<file path="src/rtl/spi_xfer_arbiter.sv">
// Round-robin arbiter that shares one SPI master engine between N_REQ requesters.
// It enforces an idle gap between frames and aborts transfers the engine never finishes.
module spi_xfer_arbiter #(
   parameter int N_REQ          = 2,
   parameter int WIDTH          = 13,
   parameter int GAP_CYCLES     = 27,
   parameter int TIMEOUT_CYCLES = 65535
) (
   input  logic                   clk,
   input  logic                   rst,
   input  logic [N_REQ-1:0]       req,
   input  logic [N_REQ*WIDTH-1:0] req_dat,
   output logic [N_REQ-1:0]       gnt,
   output logic [N_REQ-1:0]       ack,
   output logic                   err,
   output logic [WIDTH-1:0]       rsp_dat,
   output logic                   busy,
   output logic                   spi_start,
   output logic [WIDTH-1:0]       spi_tx,
   input  logic                   spi_done,
   input  logic [WIDTH-1:0]       spi_rx
);

   localparam int IW = (N_REQ > 1) ? $clog2(N_REQ) : 1;
   localparam int TW = $clog2(TIMEOUT_CYCLES + 1);
   localparam int GW = (GAP_CYCLES > 0) ? $clog2(GAP_CYCLES + 1) : 1;

   localparam logic [TW-1:0]    TIMER_LAST = TW'(TIMEOUT_CYCLES - 1);
   localparam logic [TW-1:0]    TIMER_ONE  = TW'(1);
   localparam logic [GW-1:0]    GAP_LOAD   = GW'(GAP_CYCLES);
   localparam logic [GW-1:0]    GAP_ONE    = GW'(1);
   localparam logic [IW-1:0]    LAST_RST   = IW'(N_REQ - 1);
   localparam logic [N_REQ-1:0] ONE_HOT0   = {{(N_REQ-1){1'b0}}, 1'b1};

   typedef enum logic [1:0] {
      ST_IDLE = 2'd0,
      ST_WAIT = 2'd1,
      ST_GAP  = 2'd2
   } state_t;

   state_t            state_r, state_nxt;
   logic [N_REQ-1:0]  gnt_r, gnt_nxt;
   logic [N_REQ-1:0]  ack_r, ack_nxt;
   logic              err_r, err_nxt;
   logic [WIDTH-1:0]  rsp_r, rsp_nxt;
   logic              busy_r, busy_nxt;
   logic              start_r, start_nxt;
   logic [WIDTH-1:0]  tx_r, tx_nxt;
   logic [TW-1:0]     timer_r, timer_nxt;
   logic [GW-1:0]     gap_r, gap_nxt;
   logic [IW-1:0]     last_r, last_nxt;
   logic [IW-1:0]     idx_r, idx_nxt;
   logic [IW-1:0]     pick_s;
   logic              xfer_end_s;

   // First requester at or after last+1 (mod N_REQ); only meaningful when r != 0.
   function automatic logic [IW-1:0] rr_pick(input logic [N_REQ-1:0] r, input logic [IW-1:0] last);
      logic [IW-1:0] sel;
      logic          found;
      int            j;
      sel   = last;
      found = 1'b0;
      for (int i = 1; i <= N_REQ; i++) begin
         j = (int'(last) + i) % N_REQ;
         if (!found && r[j]) begin
            sel   = IW'(j);
            found = 1'b1;
         end else begin
            found = found;
         end
      end
      return sel;
   endfunction

   assign pick_s = rr_pick(req, last_r);

   // Next-state and next-output logic for the IDLE -> WAIT -> GAP cycle.
   always_comb begin
      state_nxt  = state_r;
      gnt_nxt    = gnt_r;
      ack_nxt    = '0;
      err_nxt    = 1'b0;
      rsp_nxt    = rsp_r;
      busy_nxt   = busy_r;
      start_nxt  = 1'b0;
      tx_nxt     = tx_r;
      timer_nxt  = timer_r;
      gap_nxt    = gap_r;
      last_nxt   = last_r;
      idx_nxt    = idx_r;
      xfer_end_s = 1'b0;
      case (state_r)
         ST_IDLE: begin
            if (|req) begin
               idx_nxt   = pick_s;
               gnt_nxt   = ONE_HOT0 << pick_s;
               tx_nxt    = req_dat[int'(pick_s)*WIDTH +: WIDTH];
               start_nxt = 1'b1;
               busy_nxt  = 1'b1;
               timer_nxt = '0;
               state_nxt = ST_WAIT;
            end else begin
               state_nxt = ST_IDLE;
            end
         end
         ST_WAIT: begin
            // Done is checked first so a completion on the timeout cycle is not an error.
            if (spi_done) begin
               rsp_nxt    = spi_rx;
               err_nxt    = 1'b0;
               xfer_end_s = 1'b1;
            end else if (timer_r == TIMER_LAST) begin
               rsp_nxt    = '0;
               err_nxt    = 1'b1;
               xfer_end_s = 1'b1;
            end else begin
               timer_nxt = timer_r + TIMER_ONE;
            end
            if (xfer_end_s) begin
               ack_nxt  = ONE_HOT0 << idx_r;
               gnt_nxt  = '0;
               last_nxt = idx_r;
               if (GAP_CYCLES == 0) begin
                  state_nxt = ST_IDLE;
                  busy_nxt  = 1'b0;
               end else begin
                  state_nxt = ST_GAP;
                  gap_nxt   = GAP_LOAD;
               end
            end else begin
               state_nxt = ST_WAIT;
            end
         end
         ST_GAP: begin
            if (gap_r == GAP_ONE) begin
               state_nxt = ST_IDLE;
               busy_nxt  = 1'b0;
               gap_nxt   = '0;
            end else begin
               gap_nxt = gap_r - GAP_ONE;
            end
         end
         default: begin
            state_nxt = ST_IDLE;
            gnt_nxt   = '0;
            busy_nxt  = 1'b0;
         end
      endcase
   end

   // State and datapath registers with synchronous reset.
   always_ff @(posedge clk) begin
      if (rst) begin
         state_r <= ST_IDLE;
         gnt_r   <= '0;
         ack_r   <= '0;
         err_r   <= 1'b0;
         rsp_r   <= '0;
         busy_r  <= 1'b0;
         start_r <= 1'b0;
         tx_r    <= '0;
         timer_r <= '0;
         gap_r   <= '0;
         last_r  <= LAST_RST;
         idx_r   <= '0;
      end else begin
         state_r <= state_nxt;
         gnt_r   <= gnt_nxt;
         ack_r   <= ack_nxt;
         err_r   <= err_nxt;
         rsp_r   <= rsp_nxt;
         busy_r  <= busy_nxt;
         start_r <= start_nxt;
         tx_r    <= tx_nxt;
         timer_r <= timer_nxt;
         gap_r   <= gap_nxt;
         last_r  <= last_nxt;
         idx_r   <= idx_nxt;
      end
   end

   assign gnt       = gnt_r;
   assign ack       = ack_r;
   assign err       = err_r;
   assign rsp_dat   = rsp_r;
   assign busy      = busy_r;
   assign spi_start = start_r;
   assign spi_tx    = tx_r;

endmodule

</file>
<file path="config.mk">
export PLATFORM = sky130hd
export DESIGN_NAME = spi_xfer_arbiter
export DESIGN_NICKNAME = d
export VERILOG_FILES = /design/src/rtl/spi_xfer_arbiter.sv
export SDC_FILE = /design/constraint.sdc
export NUM_CORES = 1
export LEC_CHECK = 0
export BUFFER_PORTS_ARGS = -buffer_cell sky130_fd_sc_hd__buf_2
export CORE_MARGIN = 4
export CORE_UTILIZATION = 45
export CTS_CLUSTER_SIZE = 16
export DETAILED_ROUTE_END_ITERATION = 8
export GPL_ROUTABILITY_DRIVEN = 0
export PLACE_DENSITY = 0.81
export SLEW_MARGIN = 20
export SYNTH_ARGS = -nofsm -noshare
export SYNTH_HDL_FRONTEND = slang
export SYNTH_SLANG_ARGS = --single-unit
</file>
<file path="constraint.sdc">
create_clock -name clk -period 1.86 [get_ports clk]
set_input_delay 0.465 -clock clk [delete_from_list [all_inputs] [get_ports clk]]
set_output_delay 0.465 -clock clk [all_outputs]
set_load 0.02 [all_outputs]
</file>
==> reports/metrics.cfg, run 1 <==
[global_routing]
grt_pass1_vias=2421
antenna_found_initial=0
grt_max_degree=39
grt_pass1_wl_um=11000
track_usage_pct=18.3
grt.overflow.total=0

[power_and_ir_drop]
share_comb_of_total_power_pct=18.0
switchingPower_w=0.000927
power_density_nw_per_um2=971
p_int_w=0.00241
p_total_w=0.00333
swShare_pct=27.8
clockPowerShare_pct=40.2
ir_drop_uv=752
seq_power_share_pct=41.8
leakagePower_nw=1.48

[critical_path]
cp_max_fo=7
crit_path_end_kind=flop
worstPathArrival_ns=1.94
crit_required_ns=2.07
crit_type=reg -> reg
cp-start-kind=flop

[sta]
slew_violations=0
grt_setup_unrepaired=no
relSlewSlack_pct=69.5
worst_pin_slew_ns=0.457
final-hold-violation-count=0
timing.final.crit_period_ns=1.73
fin_setup_tns_ns=0
skew_ns=0.00944
finalSetupViolCount=0
period_share_pct=93.0
fmaxAchievable_mhz=578

[yosys]
syn_area_um2=2690
synth_seq_cells=58
synth_cells=289
seq_area_frac_synth_pct=43.2
synth-xor-area-share_pct=0
synthArstFlopShare_pct=0
synth-edff-count=0
synth-warning-count=0
ys_top_cells_by_area=dfxtp_1 (43%), mux2i_1 (4.8%), nor2_1 (4.2%)
synthFlopType=dfxtp_1
yosysUniqueCellTypes=59
synth_top_area_share_pct=43.2
syn_nets=337
synth_simple_gate_area_share_pct=19.9
synth_compound_area_share_pct=25.0
syn_area_per_cell_um2=9.31
synth_top_area_cell=dfxtp_1
synth_fa_ha_area_share_pct=1.86
muxShareOfSynthArea_pct=5.35
synth_top_family_by_area=compound AO/OA/AOI/OAI gates

[final_layout]
syn2layout_area_growth_pct=27.6
layout-drive-gt1-share_pct=35.0
num-nets-final=423
final_common_cell=buf_2
mostFrequentLayoutCells=buf_2 (76), dfxtp_1 (56), nor2_1 (30)
diodes=0

[drt]
wl_met2_um=3150
routed_wl_um=6590
drcViolationCount=0
first_pass_iters=5
wl_met1_um=2860
viasPerCell=5.58
ant_nets=0
wl_per_cell_um=14.6
drt_iter0_markers=134
routed.top_layer=met4
vias=2524
wl_met3_um=515

[clock_tree]
cts_tree=yes
cts-root-buf=clkbuf_8
htreeDepth=3
postCtsHoldBufs=0
cts_sinks=58
clkTransAtPathRegs_ns=0.07
clock_path_buffers=2
clock_latency_ns=0.34
numCtsBuffers=9

[place]
portBuffers=76
hpwl_um=4840

[floorplan]
core_area_um2=5640
dieArea_um2=7280
initial_core_util_pct=47.7
io_pins=77
rows=27
die_width_um=85.3
die_h_um=85.3

[status]
status=complete, no violations

[flow_run]
drv_cap=0

[hold_path]
hold_path.class=in -> reg

## per-stage QoR
stage          std cells  hold slack (ns)  util [%]  setup WS [ns]  instance area (um2)
2_1_floorplan        289            0.427         -          0.156                 2690
3_3_place_gp         436            0.445      56.6          0.143                 3190
3_5_place_dp         436            0.447      56.6         0.0855                 3190
4_1_cts              452            0.327      60.7         0.0936                 3420
5_1_grt              452            0.327      60.9         0.0262                 3430
6_report             452            0.332      60.9          0.130                 3430
## final timing paths
kind	from	end	slack (ns)	depth (start not counted)
max	timer_r[0]	last_r	0.13	7
min	spi_rx[9]	rsp_dat[9]	0.33	2
max reg2reg	timer_r[0]	last_r	0.13	7
min reg2reg	gnt[1]	gnt[1]	0.46	2
## routing by layer
layer	up-vias	global-route usage [%]
met3	10	5.34
li1	1244	-
met2	109	29.7
met1	1161	22.7
met4	0	7.19
met5	-	0
## registers in the layout (all words and copies together), names as in the netlist, 2 cells and up
name     flops
timer_r     16
state_r      2
rsp_dat     13
gap_r        5
gnt          2
spi_tx      13
ack          2
## cells by family after synthesis
| kind of cell | Yosys count |
|---|---|
| flip-flops | 58 |
| adder cells (fa/ha/maj) | 4 |
| AO/OA/AOI/OAI | 91 |
| multiplexers | 14 |
| AND/OR/NAND/NOR | 96 |
| buffers and inverters | 26 |
## cell type report
type / instances / area [um2]
multi-input cells: 205 / 1420
inverters: 9 / 33.8
clock inverters: 4 / 73.8
flip-flops and latches: 58 / 1160
fillers: 506 / 2210
clock buffers: 12 / 155
well taps: 72 / 90.1
repair buffers: 92 / 500
## power groups by stage
stage | clock, W | combinational [W] | sequential [W]
5_1_grt | 0.00143 | 0.000656 | 0.00141
2_1_floorplan | 0 | 0.000330 | 0.00149
3_3_place_gp | 0 | 0.000584 | 0.00142
6_report | 0.00134 | 0.000601 | 0.00139
4_1_cts | 0.00136 | 0.000603 | 0.00139
3_5_place_dp | 0 | 0.000601 | 0.00142
## timing repair
action,4_1_cts,5_1_grt
setup buffers,0,0
resized for setup,0,4
hold endpoints to repair,0,0
setup endpoints to repair,0,10
## critical path, cell delays in order (launching register included)
cell	delay, ns
dfxtp_1	0.33
inv_1	0.04
ha_1	0.18
and4_2	0.26
and2_4	0.17
a21oi_2	0.19
or2_1	0.33
a21oi_1	0.12
## cells in the mapped netlist (2+ instances only)
master / count
dfxtp_1: 58
nor2_1: 30
a21oi_1: 21
a211oi_1: 14
mux2i_1: 13
a22o_1: 11
nand2_1: 11
o21ai_1: 11
nand3_1: 10
nor3_1: 10
inv_1: 9
o21ai_0: 7
clkbuf_1: 6
buf_2: 5
nand4_1: 5
a31oi_1: 4
ha_1: 4
o31ai_1: 4
a22o_2: 3
and3_1: 3
a31o_1: 2
and2_1: 2
buf_1: 2
buf_4: 2
buf_6: 2
nor2b_1: 2
nor3b_1: 2
o22ai_1: 2
o32ai_1: 2
o41ai_1: 2
or4_1: 2
(Power assumes the default switching activity.)
==> run 2, diff against run 1 <==
--- a/config.mk
+++ b/config.mk
@@ -8,9 +8,11 @@
 export BUFFER_PORTS_ARGS = -buffer_cell sky130_fd_sc_hd__buf_2
 export CORE_MARGIN = 4
 export CORE_UTILIZATION = 45
+export CTS_BUF_LIST = sky130_fd_sc_hd__clkbuf_16
 export CTS_CLUSTER_SIZE = 16
 export DETAILED_ROUTE_END_ITERATION = 8
 export GPL_ROUTABILITY_DRIVEN = 0
+export HOLD_SLACK_MARGIN = 0.08
 export PLACE_DENSITY = 0.81
 export SLEW_MARGIN = 20
 export SYNTH_ARGS = -nofsm -noshare
==> run 2 against run 1 <==
Clock power rose by 28%. Final area rose by 2.3%. Critical path depth fell by 2. Fmax fell by 2.2%. Utilization rose by 1.4 points. Final cell count did not move.
==> reports/metrics.cfg, run 2 (synthesis results as in run 1) <==
[critical_path]
crit_type=reg -> reg  ; unchanged
crit_required_ns=2.07  ; about the same
reg2reg_slack_ns=0.09  ; was 0.13 ns
path_cells=nand4_4 > or2_4 > o32ai_4 > o21ai_1 > o41ai_1  ; was inv_1 > ha_1 > and4_2 > and2_4 > a21oi_2 > or2_1 > a21oi_1
max_stage_delay_ns=0.47  ; was 0.33 ns
critPathTopFamily=compound AO/OA/AOI/OAI gates  ; was simple AND/OR/NAND/NOR gates
crit_path_end_kind=flop  ; unchanged
cpMaxStageDelayCell=dfxtp_1  ; unchanged
worstPathArrival_ns=1.98  ; was 1.94 ns
cp-start-kind=flop  ; unchanged
cp_max_fo=7  ; unchanged
path_buf_inv=0  ; was 1

[drt]
wl_per_cell_um=14.7  ; was 14.6 um
routed_wl_um=6650  ; was 6590 um
ant_nets=0  ; unchanged
viasPerCell=5.56  ; was 5.58
first_pass_iters=4  ; was 5
drt_iter0_markers=146  ; was 134
vias=2513  ; was 2524
drcViolationCount=0  ; unchanged

[global_routing]
grt_max_degree=39  ; unchanged
busiest_layer=met2  ; unchanged
grt_pass1_vias=2429  ; was 2421
grt.overflow.total=0  ; unchanged
met3_usage_pct=5.24  ; was 5.34%
track_usage_pct=18.5  ; was 18.3%
met1_usage_pct=22.6  ; was 22.7%
grt_util_met2_pct=30.4  ; was 29.7%
antenna_found_initial=0  ; unchanged
grt_pass1_wl_um=11000  ; about the same

[final_layout]
largest_reg_flops=16  ; unchanged
num-nets-final=423  ; unchanged
n_fill_cell=500  ; was 506
layout-drive-gt1-share_pct=34.2  ; was 35.0%
stdcell_count=452  ; unchanged
diodes=0  ; unchanged
final_common_cell=buf_2  ; unchanged
top_register=timer_r  ; unchanged
syn2layout_area_growth_pct=30.6  ; was 27.6%
mostFrequentLayoutCells=buf_2 (76), dfxtp_1 (57), nor2_1 (30)  ; was buf_2 (76), dfxtp_1 (56), nor2_1 (30)

[flow_run]
drv_cap=0  ; unchanged

[sta]
fmaxAchievable_mhz=565  ; was 578 MHz
skew_ns=0.00594  ; was 0.00944 ns
final-hold-violation-count=0  ; unchanged
timing.final.crit_period_ns=1.77  ; was 1.73 ns
fin_setup_tns_ns=0  ; unchanged
worst_pin_slew_ns=0.473  ; was 0.457 ns
slew_violations=0  ; unchanged
finalSetupViolCount=0  ; unchanged
grt_setup_unrepaired=no  ; unchanged
period_share_pct=95.1  ; was 93.0%
hold_slack_ns=0.349  ; was 0.332 ns
setup_ws_ns=0.0915  ; was 0.130 ns
relSlewSlack_pct=68.4  ; was 69.5%

[power_and_ir_drop]
leakagePower_nw=1.51  ; was 1.48 nW
ir_drop_uv=684  ; was 752 uV
power_density_nw_per_um2=1050  ; was 971 nW/um2
p_total_w=0.00371  ; was 0.00333 W

[place]
portBuffers=76  ; unchanged
hpwl_um=4840  ; unchanged
dp_cells=436  ; unchanged
pre_cts_ws_ns=0.0855  ; unchanged

[floorplan]
initial_core_util_pct=47.7  ; unchanged
die_h_um=85.3  ; unchanged
io_pins=77  ; unchanged
core_area_um2=5640  ; unchanged
dieArea_um2=7280  ; unchanged
rows=27  ; unchanged
die_width_um=85.3  ; unchanged

[clock_tree]
postCtsHoldBufs=0  ; unchanged
htreeDepth=3  ; unchanged
cts_tree=yes  ; unchanged
clock_latency_ns=0.32  ; was 0.34 ns
clock_path_buffers=2  ; unchanged
numCtsBuffers=9  ; unchanged
cts-root-buf=clkbuf_16  ; was clkbuf_8
cts_sinks=58  ; unchanged
clkTransAtPathRegs_ns=0.05  ; was 0.07 ns

[hold_path]
hold_path.class=in -> reg  ; unchanged

[status]
status=complete, no violations  ; unchanged

[run 2: repair_timing]
item	4_1_cts	5_1_grt
setup buffers	0	0
endpoints found under the setup margin	0	9
gates resized for setup	0	3
[run 2: metal layers]
layer / part of all wire (%) / vias up
met1: 43 / 1159
met4: 1.4 / 0
li1: - / 1244
met3: 7.5 / 12
met5: 0 / -
met2: 48 / 98
[run 2: path summary, 6_finish.rpt]
path | from | end | cells after the start
worst max register to register | timer_r[4] | timer_r[10] | 5
worst min register to register | gnt[1] | gnt[1] | 2
worst min-delay path | spi_rx[9] | rsp_dat[9] | 2
worst max-delay path | timer_r[4] | timer_r[10] | 5
[run 2: stage by stage]
stage	area (um2)	util [%]
after floorplan	2690	-
after global placement	3190	56.6
after detailed placement	3190	56.6
after CTS	3500	62.1
after global routing	3510	62.3
final	3510	62.3
[run 2: final cells by class]
| cell class | count | area [um2] | share of cell area, % |
|---|---|---|---|
| multi-input cells | 205 | 1420 | 40.3 |
| flip-flops and latches | 58 | 1160 | 33.1 |
| repair buffers | 92 | 500 | 14.2 |
| clock buffers | 9 | 225 | 6.41 |
| well taps | 72 | 90.1 | 2.56 |
| clock inverters | 7 | 85.1 | 2.42 |
| inverters | 9 | 33.8 | 0.962 |
[run 2: power breakdown]
part           internal (W)  switching (W)
clock               0.00116       0.000551
sequential          0.00134      0.0000579
combinational      0.000244       0.000359
[run 2: worst reg2reg max path, cell delays in order (launching register included)]
cell	delay, ns
dfxtp_1	0.47
nand4_4	0.20
or2_4	0.35
o32ai_4	0.42
o21ai_1	0.14
o41ai_1	0.08
==> run 3, diff against run 2 <==
--- a/config.mk
+++ b/config.mk
@@ -14,6 +14,7 @@
 export GPL_ROUTABILITY_DRIVEN = 0
 export HOLD_SLACK_MARGIN = 0.08
 export PLACE_DENSITY = 0.81
+export REMOVE_ABC_BUFFERS = 1
 export SLEW_MARGIN = 20
 export SYNTH_ARGS = -nofsm -noshare
 export SYNTH_HDL_FRONTEND = slang
==> run 3 against run 2 <==
Routed wire length grew 3.8%. Worst hold slack got worse by 0.0049 ns. Non-clock buffer count up 1. Clock-buffer cell count did not move.
==> reports/metrics.cfg, run 3 (synthesis results as in run 1) <==
[status]
status=complete, no violations  ; unchanged

[drt]
first_pass_iters=4  ; unchanged
wl_per_cell_um=15.2  ; was 14.7 um
viasPerCell=5.49  ; was 5.56
routed_wl_um=6900  ; was 6650 um
vias=2486  ; was 2513
drt_iter0_markers=173  ; was 146
drcViolationCount=0  ; unchanged
ant_nets=0  ; unchanged

[critical_path]
crit_type=reg -> reg  ; unchanged
cp-start-kind=flop  ; unchanged
reg2reg_slack_ns=0.09  ; about the same
crit_required_ns=2.07  ; about the same
critPathLaunch=timer_r[1]  ; was timer_r[4]
worstPathArrival_ns=1.98  ; about the same
max_stage_delay_ns=0.33  ; was 0.47 ns
crit_path_end_kind=flop  ; unchanged
path_cells=buf_4 > ha_1 > and2_1 > nand4_1 > a21oi_1 > o22ai_1 > a22o_1  ; was nand4_4 > or2_4 > o32ai_4 > o21ai_1 > o41ai_1
r2r_end=timer_r[6]  ; was timer_r[10]
critPathCapture=timer_r[6]  ; was timer_r[10]
cp_max_fo=6  ; was 7
ff2ff_path_depth=7  ; was 5
r2r_start=timer_r[1]  ; was timer_r[4]
cpMaxStageDelayCell=dfxtp_1  ; unchanged

[final_layout]
multiInputGateArea_um2=1420  ; about the same
ff_latch_area_um2=1160  ; about the same
num-nets-final=424  ; was 423
final_common_cell=buf_2  ; unchanged
diodes=0  ; unchanged
syn2layout_area_growth_pct=32.8  ; was 30.6%
layout-drive-gt1-share_pct=34.4  ; was 34.2%
utilization_pct=63.3  ; was 62.3%
n_fill_cell=456  ; was 500
stdcell_count=453  ; was 452
top_register=timer_r  ; unchanged
mostFrequentLayoutCells=buf_2 (76), dfxtp_1 (58), nor2_1 (30)  ; was buf_2 (76), dfxtp_1 (57), nor2_1 (30)
largest_reg_flops=16  ; unchanged

[floorplan]
core_area_um2=5640  ; unchanged
io_pins=77  ; unchanged
initial_core_util_pct=47.7  ; unchanged
die_width_um=85.3  ; unchanged
die_h_um=85.3  ; unchanged
rows=27  ; unchanged
dieArea_um2=7280  ; unchanged

[global_routing]
grt.overflow.total=0  ; unchanged
grt_max_degree=39  ; unchanged
grt_pass1_wl_um=11500  ; was 11000 um
antenna_found_initial=0  ; unchanged
track_usage_pct=19.8  ; was 18.5%
grt_pass1_vias=2491  ; was 2429

[sta]
hold_slack_ns=0.344  ; was 0.349 ns
slew_violations=0  ; unchanged
finalSetupViolCount=0  ; unchanged
worst_pin_slew_ns=0.495  ; was 0.473 ns
period_share_pct=95.1  ; about the same
relSlewSlack_pct=66.9  ; was 68.4%
grt_setup_unrepaired=no  ; unchanged
timing.final.crit_period_ns=1.77  ; about the same
skew_ns=0.00630  ; was 0.00594 ns
final-hold-violation-count=0  ; unchanged
fmaxAchievable_mhz=566  ; was 565 MHz

[power_and_ir_drop]
switchingPower_w=0.000975  ; was 0.000968 W
p_int_w=0.00289  ; was 0.00274 W
share_comb_of_total_power_pct=16.2  ; was 16.3%
clockPowerShare_pct=47.7  ; was 46.1%
swShare_pct=25.2  ; was 26.1%
power_density_nw_per_um2=1080  ; was 1050 nW/um2
ir_drop_uv=779  ; was 684 uV
leakagePower_nw=1.54  ; was 1.51 nW
seq_power_share_pct=36.1  ; was 37.7%

[clock_tree]
numCtsBuffers=9  ; unchanged
cts-root-buf=clkbuf_16  ; unchanged
cts_sinks=58  ; unchanged
clock_path_buffers=2  ; unchanged
htreeDepth=3  ; unchanged
clkTransAtPathRegs_ns=0.05  ; about the same
clock_latency_ns=0.33  ; was 0.32 ns
postCtsHoldBufs=0  ; unchanged
cts_tree=yes  ; unchanged

[place]
hpwl_um=5040  ; was 4840 um
portBuffers=76  ; unchanged
dp_cells=437  ; was 436

[hold_path]
hold_path.class=in -> reg  ; unchanged

[flow_run]
drv_cap=0  ; unchanged

[run 3: what timing repair did]
item	CTS	global route
buffers inserted	0	0
endpoints found under the setup margin	0	11
resized for setup	0	3
[run 3: per-stage QoR]
stage                     power [W]  area (um2)  worst slack, ns  setup TNS [ns]
after floorplan             0.00179        2600           -0.779          -10.75
after global placement      0.00202        3230            0.149               0
after detailed placement    0.00204        3230           0.0829               0
after CTS                   0.00389        3560            0.115               0
after global routing        0.00403        3570         0.000675               0
final                       0.00386        3570           0.0917               0
[run 3: area by class of cell]
type | count | share of cell area, %
clock inverter | 7 | 3.01
multi-input combinational | 205 | 39.8
clock buffer | 9 | 6.30
timing repair buffer | 93 | 14.9
tap | 72 | 2.52
sequential | 58 | 32.5
inverter | 9 | 0.945
[run 3: layer usage]
layer | track usage (%) | vias up | part of all wire, %
met4 | 10.5 | 0 | 2.1
li1 | - | 1254 | -
met3 | 6.02 | 14 | 4.2
met2 | 32.9 | 56 | 52
met1 | 22.8 | 1162 | 42
met5 | 0 | - | 0
[run 3: critical path, delay by kind of cell, from the launching register on]
family	cells	cell delay [ns]
AOI/OAI and AO/OA	3	0.59
adders and majority gates	1	0.21
buffers and inverters	1	0.15
DFF	1	0.33
and+or+nand+nor	2	0.39
[run 3: worst min path at each step]
stage / slack (ns) / to / startpoint / depth (start not counted)
after detailed placement: 0.45 / ack[0] / idx_r / 1
final: 0.34 / rsp_dat[5] / spi_rx[5] / 2
after global routing: 0.35 / rsp_dat[7] / spi_rx[7] / 2
after global placement: 0.45 / gnt[1] / gnt[1] / 2
after CTS: 0.34 / rsp_dat[5] / spi_rx[5] / 2
after floorplan: 0.42 / ack[0] / idx_r / 1
[run 3: power groups by stage]
stage	logic (W)	registers, W	clock network (W)
3_5_place_dp	0.000621	0.00142	0
3_3_place_gp	0.000605	0.00141	0
5_1_grt	0.000684	0.00141	0.00193
4_1_cts	0.000625	0.00139	0.00187
6_report	0.000624	0.00140	0.00184
2_1_floorplan	0.000288	0.00150	0
